[src/rtl/param_queue.sv]
// Parametrised circular-buffer FIFO for the 10 kHz domain with registered output and valid strobe.
// Define PARAM_QUEUE_ERR_FLAGS_EN to build the sticky overflow/underflow error flags.
module param_queue #(
  parameter int unsigned WIDTH = 8,
  parameter int unsigned DEPTH = 8,
  parameter int unsigned CNT_W = $clog2(DEPTH + 1)
) (
  input  logic             clk_10khz,
  input  logic             reset,
  input  logic [WIDTH-1:0] data_in,
  input  logic             enqueue_in,
  input  logic             dequeue_in,
  input  logic             err_clear_in,
  output logic [WIDTH-1:0] data_out,
  output logic             data_valid_out,
  output logic [CNT_W-1:0] len_out,
  output logic             full_out,
  output logic             empty_out,
  output logic             overflow_out,
  output logic             underflow_out
);

  localparam int unsigned PtrW = $clog2(DEPTH);
  localparam logic [PtrW-1:0]  PtrLast = PtrW'(DEPTH - 1);
  localparam logic [PtrW-1:0]  PtrOne  = PtrW'(1);
  localparam logic [CNT_W-1:0] CntMax  = CNT_W'(DEPTH);
  localparam logic [CNT_W-1:0] CntOne  = CNT_W'(1);

  logic [WIDTH-1:0] mem [DEPTH];

  logic [PtrW-1:0]  wr_ptr_q, wr_ptr_d;
  logic [PtrW-1:0]  rd_ptr_q, rd_ptr_d;
  logic [CNT_W-1:0] count_q, count_d;
  logic [WIDTH-1:0] data_out_q, data_out_d;
  logic             data_valid_q, data_valid_d;
  logic             deq_acc, enq_acc;

  always_comb begin
    deq_acc = dequeue_in && (count_q != '0);
    // A dequeue in the same cycle frees a slot, so a full queue can still accept.
    enq_acc = enqueue_in && ((count_q != CntMax) || deq_acc);

    count_d = count_q;
    if (enq_acc && !deq_acc) begin
      count_d = count_q + CntOne;
    end else if (!enq_acc && deq_acc) begin
      count_d = count_q - CntOne;
    end

    wr_ptr_d = wr_ptr_q;
    if (enq_acc) begin
      wr_ptr_d = (wr_ptr_q == PtrLast) ? '0 : wr_ptr_q + PtrOne;
    end

    rd_ptr_d     = rd_ptr_q;
    data_out_d   = data_out_q;
    data_valid_d = deq_acc;
    if (deq_acc) begin
      rd_ptr_d   = (rd_ptr_q == PtrLast) ? '0 : rd_ptr_q + PtrOne;
      data_out_d = mem[rd_ptr_q];
    end
  end

  always_ff @(posedge clk_10khz or posedge reset) begin
    if (reset) begin
      wr_ptr_q     <= '0;
      rd_ptr_q     <= '0;
      count_q      <= '0;
      data_out_q   <= '0;
      data_valid_q <= 1'b0;
    end else begin
      wr_ptr_q     <= wr_ptr_d;
      rd_ptr_q     <= rd_ptr_d;
      count_q      <= count_d;
      data_out_q   <= data_out_d;
      data_valid_q <= data_valid_d;
    end
  end

  // Storage is deliberately not reset; stale entries are unreachable until rewritten.
  always_ff @(posedge clk_10khz) begin
    if (enq_acc) begin
      mem[wr_ptr_q] <= data_in;
    end
  end

  assign data_out       = data_out_q;
  assign data_valid_out = data_valid_q;
  assign len_out        = count_q;
  assign full_out       = (count_q == CntMax);
  assign empty_out      = (count_q == '0);

`ifdef PARAM_QUEUE_ERR_FLAGS_EN
  logic overflow_q, overflow_d;
  logic underflow_q, underflow_d;

  // A new error in the same cycle as a clear keeps the flag set.
  always_comb begin
    overflow_d  = (overflow_q && !err_clear_in) || (enqueue_in && !enq_acc);
    underflow_d = (underflow_q && !err_clear_in) || (dequeue_in && !deq_acc);
  end

  always_ff @(posedge clk_10khz or posedge reset) begin
    if (reset) begin
      overflow_q  <= 1'b0;
      underflow_q <= 1'b0;
    end else begin
      overflow_q  <= overflow_d;
      underflow_q <= underflow_d;
    end
  end

  assign overflow_out  = overflow_q;
  assign underflow_out = underflow_q;
`else
  logic unused_err_clear;
  assign unused_err_clear = err_clear_in;
  assign overflow_out     = 1'b0;
  assign underflow_out    = 1'b0;
`endif

endmodule

[config.mk]
export PLATFORM = sky130hd
export DESIGN_NAME = param_queue
export DESIGN_NICKNAME = d
export VERILOG_FILES = /design/src/rtl/param_queue.sv
export SDC_FILE = /design/constraint.sdc
export NUM_CORES = 1
export LEC_CHECK = 0
export CAP_MARGIN = 20
export CORE_AREA = 2 2 85 87
export CTS_CLUSTER_SIZE = 20
export DETAILED_ROUTE_END_ITERATION = 10
export DIE_AREA = 0 0 87 89
export GPL_TIMING_DRIVEN = 0
export PLACE_DENSITY = 0.69
export SYNTH_ARGS = -nofsm -noshare
export SYNTH_HDL_FRONTEND = slang
export SYNTH_SLANG_ARGS = --single-unit
[constraint.sdc]
create_clock -name clk_10khz -period 4 [get_ports clk_10khz]
set_input_delay 0.6 -clock clk_10khz [delete_from_list [all_inputs] [get_ports clk_10khz]]
set_output_delay 0.6 -clock clk_10khz [all_outputs]
set_load 0.05 [all_outputs]
# Word-level counts from Yosys, hierarchy flattened
# Memory sizes are Yosys's and may differ from the RTL's. A register that Yosys moved wholly into a read port is not among the register bits.
# Index checks and enable logic that the tools add are counted.
# op_classes
add_sub_neg,4
eq_ne,4
muxes,6
reduce_logical,10
# ops
cell,n
$mux W4,2
$add A3 B1 Y3 const B,2
$eq A3 B3 Y1 const B,2
$mux W3,2
$add A4 B1 Y4 const B,1
$eq A4 B4 Y1 const B,1
$logic_and A1 B1 Y1,4
$logic_not A4 Y1,1
$ne A4 B4 Y1 const B,1
$reduce_bool A4 Y1,1
$sub A4 B1 Y4 const B,1
$logic_not A1 Y1,2
$mux W1,2
$reduce_bool A2 Y1,1
$logic_or A1 B1 Y1,1
# totals
regBits,11
ramBits,64
elab_cells,29
n_memories,1
# mem_list
name,depth,width,rd,rd_ports_with_merged_regs,write_ports,line,rtl
mem,8,8,1,1,1,29,logic [WIDTH-1:0] mem [DEPTH];

# Longest topological paths before layout
# logic_depth
ltp_word,8
depth_mapped,10

# Worst setup path before layout
# No wires, ideal clock.
# synth_timing
path_type,reg-to-reg
from,"register count_q[0], in the netlist len_out[0]"
to,"register count_q[3], in the netlist len_out[3]"
setup_ps,136
t_arrival_ps,4011
path_slack_ps,-147
path_stages_with_launch,10
cell_sequence,dfrtp_1 nor4_1 nand2b_1 buf_2 ha_1 inv_1 ha_1 a21o_1 a2111oi_0 o31ai_1
# synth_between
elab_chain_len,7
elab_cells_between_ends,14
# synth_rtl
element,line,rtl
"start, declared",33,"logic [CNT_W-1:0] count_q, count_d;"
"start signal, assigned",74,count_q <= count_d;
branches (longest 7 deep; another with $sub A4 B1 Y4),--,
# Parallel ways; which one is timed is not known. The select of a mux whose other input is x is not followed.
# A chain may end at the register's enable or synchronous reset.

# Worst setup path after layout
# layout_timing
from,"register count_q[0], in the netlist len_out[0]"
to,"register count_q[3], in the netlist len_out[3]"
# layout_between
elab_chain_len,7
elab_cells_between_ends,14
# layout_rtl
element,line,rtl
$reduce_bool A4 Y1,39,deq_acc = dequeue_in && (count_q != '0);
$logic_and A1 B1 Y1,39,
$logic_or A1 B1 Y1 (*),41,enq_acc = enqueue_in && ((count_q != CntMax) || deq_acc);
$logic_and A1 B1 Y1 (*),41,
via enq_acc,36,"logic deq_acc, enq_acc;"
$logic_not A1 Y1,46,end else if (!enq_acc && deq_acc) begin
$logic_and A1 B1 Y1,46,
$reduce_bool A2 Y1 (no line),--,
# Mark *: on every way through the listed nets, which the timed path passes. The rest lies on a longest branch. The select of a mux whose other input is x is not followed.

==> flow_metrics.env <==
export IMPL_synth_top_cell_by_area="edfxtp_1"
export IMPL_synth_distinct_cells=33
export IMPL_finalSetupTns_ns=0
export IMPL_leakage_nw=1.54
export IMPL_avgSynthCellArea_um2=15.5
export IMPL_grt_overflow_total=0
export IMPL_fin_crit_sh_pct=74.2
export IMPL_gp_congestion=0.772
export IMPL_relSlewSlack_pct=47.0
export IMPL_fin_cells=350
export IMPL_drcViolationCount=0
export IMPL_dr_total_vias=1922
export IMPL_gr_usage_all_layers_pct=16.8
export IMPL_clk_latency_ns=0.34
export IMPL_max_cap_violations=0
export IMPL_dr_pass1_iters=4
export IMPL_yosysWarningCount=0
export IMPL_power_per_cell_area_mw_per_mm2=777
export IMPL_antenna_left=0
export IMPL_die_area_mm2=0.00774
export IMPL_hold_violations=0
export IMPL_grt_pass1_wl_um=9390
export IMPL_clkSlewWorstSetupHoldPaths_ns=0.08
export IMPL_r2r_start="len_out[0]"
export IMPL_path_class="reg -> reg"
export IMPL_worstHoldStart="data_out[3]"
export IMPL_cts_sinks=83
export IMPL_finalWorstSetupSlack_ns=1.03
export IMPL_die_width_um=87
export IMPL_post_route_cells_drive_above_1_share_pct=19.6
export IMPL_clk_path_buf_depth=2
export IMPL_die_height_um=89
export IMPL_synthCells=222
export IMPL_start_util_pct=51.3
export IMPL_utilization_pct=61.0
export IMPL_nets=286
export IMPL_worstPathArrival_ns=3.18
export IMPL_ys_flop_type="edfxtp_1"
export IMPL_worstSetupEndpointType="flop"
export IMPL_whs_path_depth=2
export IMPL_synth_seq_area_share_pct=69.5
export IMPL_slew_viol_final=0
export IMPL_required_ns=4.21
export IMPL_ys_ff_latch=83
export IMPL_holdBufCountCts=0
export IMPL_syn_area_mm2=0.00345
export IMPL_synth_edf_count=64
export IMPL_synth_area_leaders="edfxtp_1 56%, dfrtp_1 14%, mux2_2 5.9%, mux2i_1 4.9%, ha_1 2.5%"
export IMPL_rows=30
export IMPL_post_drt_wl_per_cell_um=16.8
export IMPL_n_antenna_cell=0
export IMPL_skew_ns=0.00803
export IMPL_yosys_top_cells_count="64 x edfxtp_1, 20 x nand2_1, 19 x dfrtp_1, 18 x mux2_2, 17 x mux2i_1"
export IMPL_cts_max_level=3
export IMPL_min_period_ns=2.97
export IMPL_cts_resized=0
export IMPL_r2r_end="len_out[3]"
export IMPL_r2r_slack_ns=1.03
export IMPL_rsz0062_at_grt="no"
export IMPL_r2r_cells=9
export IMPL_routed_wl_um=5890
export IMPL_viasPerCell=5.49
export IMPL_detailed_place_hpwl_um=4090
export IMPL_grt_pass1_vias=1890
export IMPL_cts_tree="built"
export IMPL_startpoint_type="flop"
export IMPL_synth_most_common_cell="edfxtp_1"
export IMPL_numCtsBuffers=9
export IMPL_synth_top_area_share_pct=55.7
export IMPL_first_iter_violations=102
export IMPL_finalSetupViolations=0
export IMPL_min_path_type="reg -> reg"
export IMPL_hold_worst_slack_ns=0.485
export IMPL_cts_setup_buffers=0
export IMPL_antenna_found_initial=0
export IMPL_outcome="complete, no violations"
export IMPL_core_area_mm2=0.00672
export IMPL_areaGrowthSynthToFinish_pct=18.9
export IMPL_cts_root_buffer="clkbuf_8"
export IMPL_tightest_slew_ns=0.792
export IMPL_dp_cells=334
export IMPL_vdd_ir_drop_max_mv=0.311
export IMPL_cp_max_fo=9
export IMPL_pin_count=30
export IMPL_holdPathEnd="data_out[3]"
export IMPL_n_fill_cell=489
export IMPL_port_buffers=26
export IMPL_synthArstFlopShare_pct=22.9
export IMPL_max_freq_mhz=337
export IMPL_pre_cts_ws_ns=0.944
export IMPL_grt_max_degree=20
==> layer usage <==
layer  track usage (%)  wire length [um]
met4              6.11                74
met2              25.2              2640
met1              23.9              2960
met3              4.34               222
met5                 0                 0
==> report_power, final <==
group	internal [W]	switching [W]	leakage [nW]
sequential	0.00112	0.000122	0.810
combinational	0.000507	0.000712	0.605
clock	0.000421	0.000307	0.126
==> kinds of logic after synthesis <==
kind of cell,after synthesis,synth area share (%)
adders and majority gates,8,3.12
xor gates and xnor gates,2,0.508
and+or+nand+nor,44,6.17
muxes,35,10.8
buffers and inverters,16,2.79
AOI/OAI and AO/OA,33,6.97
DFF,83,69.5
other,1,0.109
==> placed cells by master, fill, tap and decap left out, types with 7 or more instances in the layout <==
| master | n |
|---|---|
| edfxtp_1 | 64 |
| clkdlybuf4s50_1 | 26 |
| nand2_1 | 20 |
| dfrtp_1 | 19 |
| mux2_2 | 18 |
| mux2i_1 | 17 |
| clkbuf_8 | 9 |
| nor3_1 | 8 |
| o22ai_1 | 8 |
| a221o_1 | 8 |
| o21ai_0 | 7 |
| ha_1 | 7 |
==> state kept, by name, summed over array words and instances (netlist names) <==
| register | count |
|---|---|
| rd_ptr_q | 3 |
| wr_ptr_q | 3 |
| data_out | 8 |
| mem | 64 |
| data_valid_out | 1 |
| len_out | 4 |
==> stage by stage <==
stage / power [W] / instance area, um^2
6_report: 0.00319 / 4100
5_1_grt: 0.00336 / 4100
4_1_cts: 0.00320 / 4100
3_5_place_dp: 0.00248 / 3850
3_3_place_gp: 0.00245 / 3820
2_1_floorplan: 0.00212 / 3460
==> final cells by class <==
class / count / area, um^2 / share of cell area [%]
sequential: 83 / 2400 / 58.5
multi-input combinational: 124 / 971 / 23.7
timing repair buffer: 31 / 288 / 7.02
clock buffer: 9 / 124 / 3.02
clock inverter: 7 / 124 / 3.02
tap: 80 / 100 / 2.44
buffer: 11 / 77.6 / 1.89
inverter: 5 / 18.8 / 0.458
==> worst max-delay path, cell delays in order, from the launching register on <==
cell and delay (ns):
dfrtp_1 0.47, or4b_4 0.59, o21ai_4 0.30, inv_2 0.11
ha_1 0.23, inv_1 0.13, ha_1 0.25, a21o_1 0.20
a2111oi_0 0.41, o31ai_1 0.14
==> how the worst max path moves through the flow <==
stage	start	end	slack, ns	depth (start not counted)
global route	len_out[0]	len_out[3]	0.82	9
finish	len_out[0]	len_out[3]	1.03	9
CTS	len_out[0]	len_out[3]	1.02	9
global placement	dequeue_in	mem[0][1]	0.88	3
detailed placement	dequeue_in	len_out[3]	0.94	9
floorplan	len_out[0]	len_out[3]	0.46	9
(Power assumes the default switching activity.)
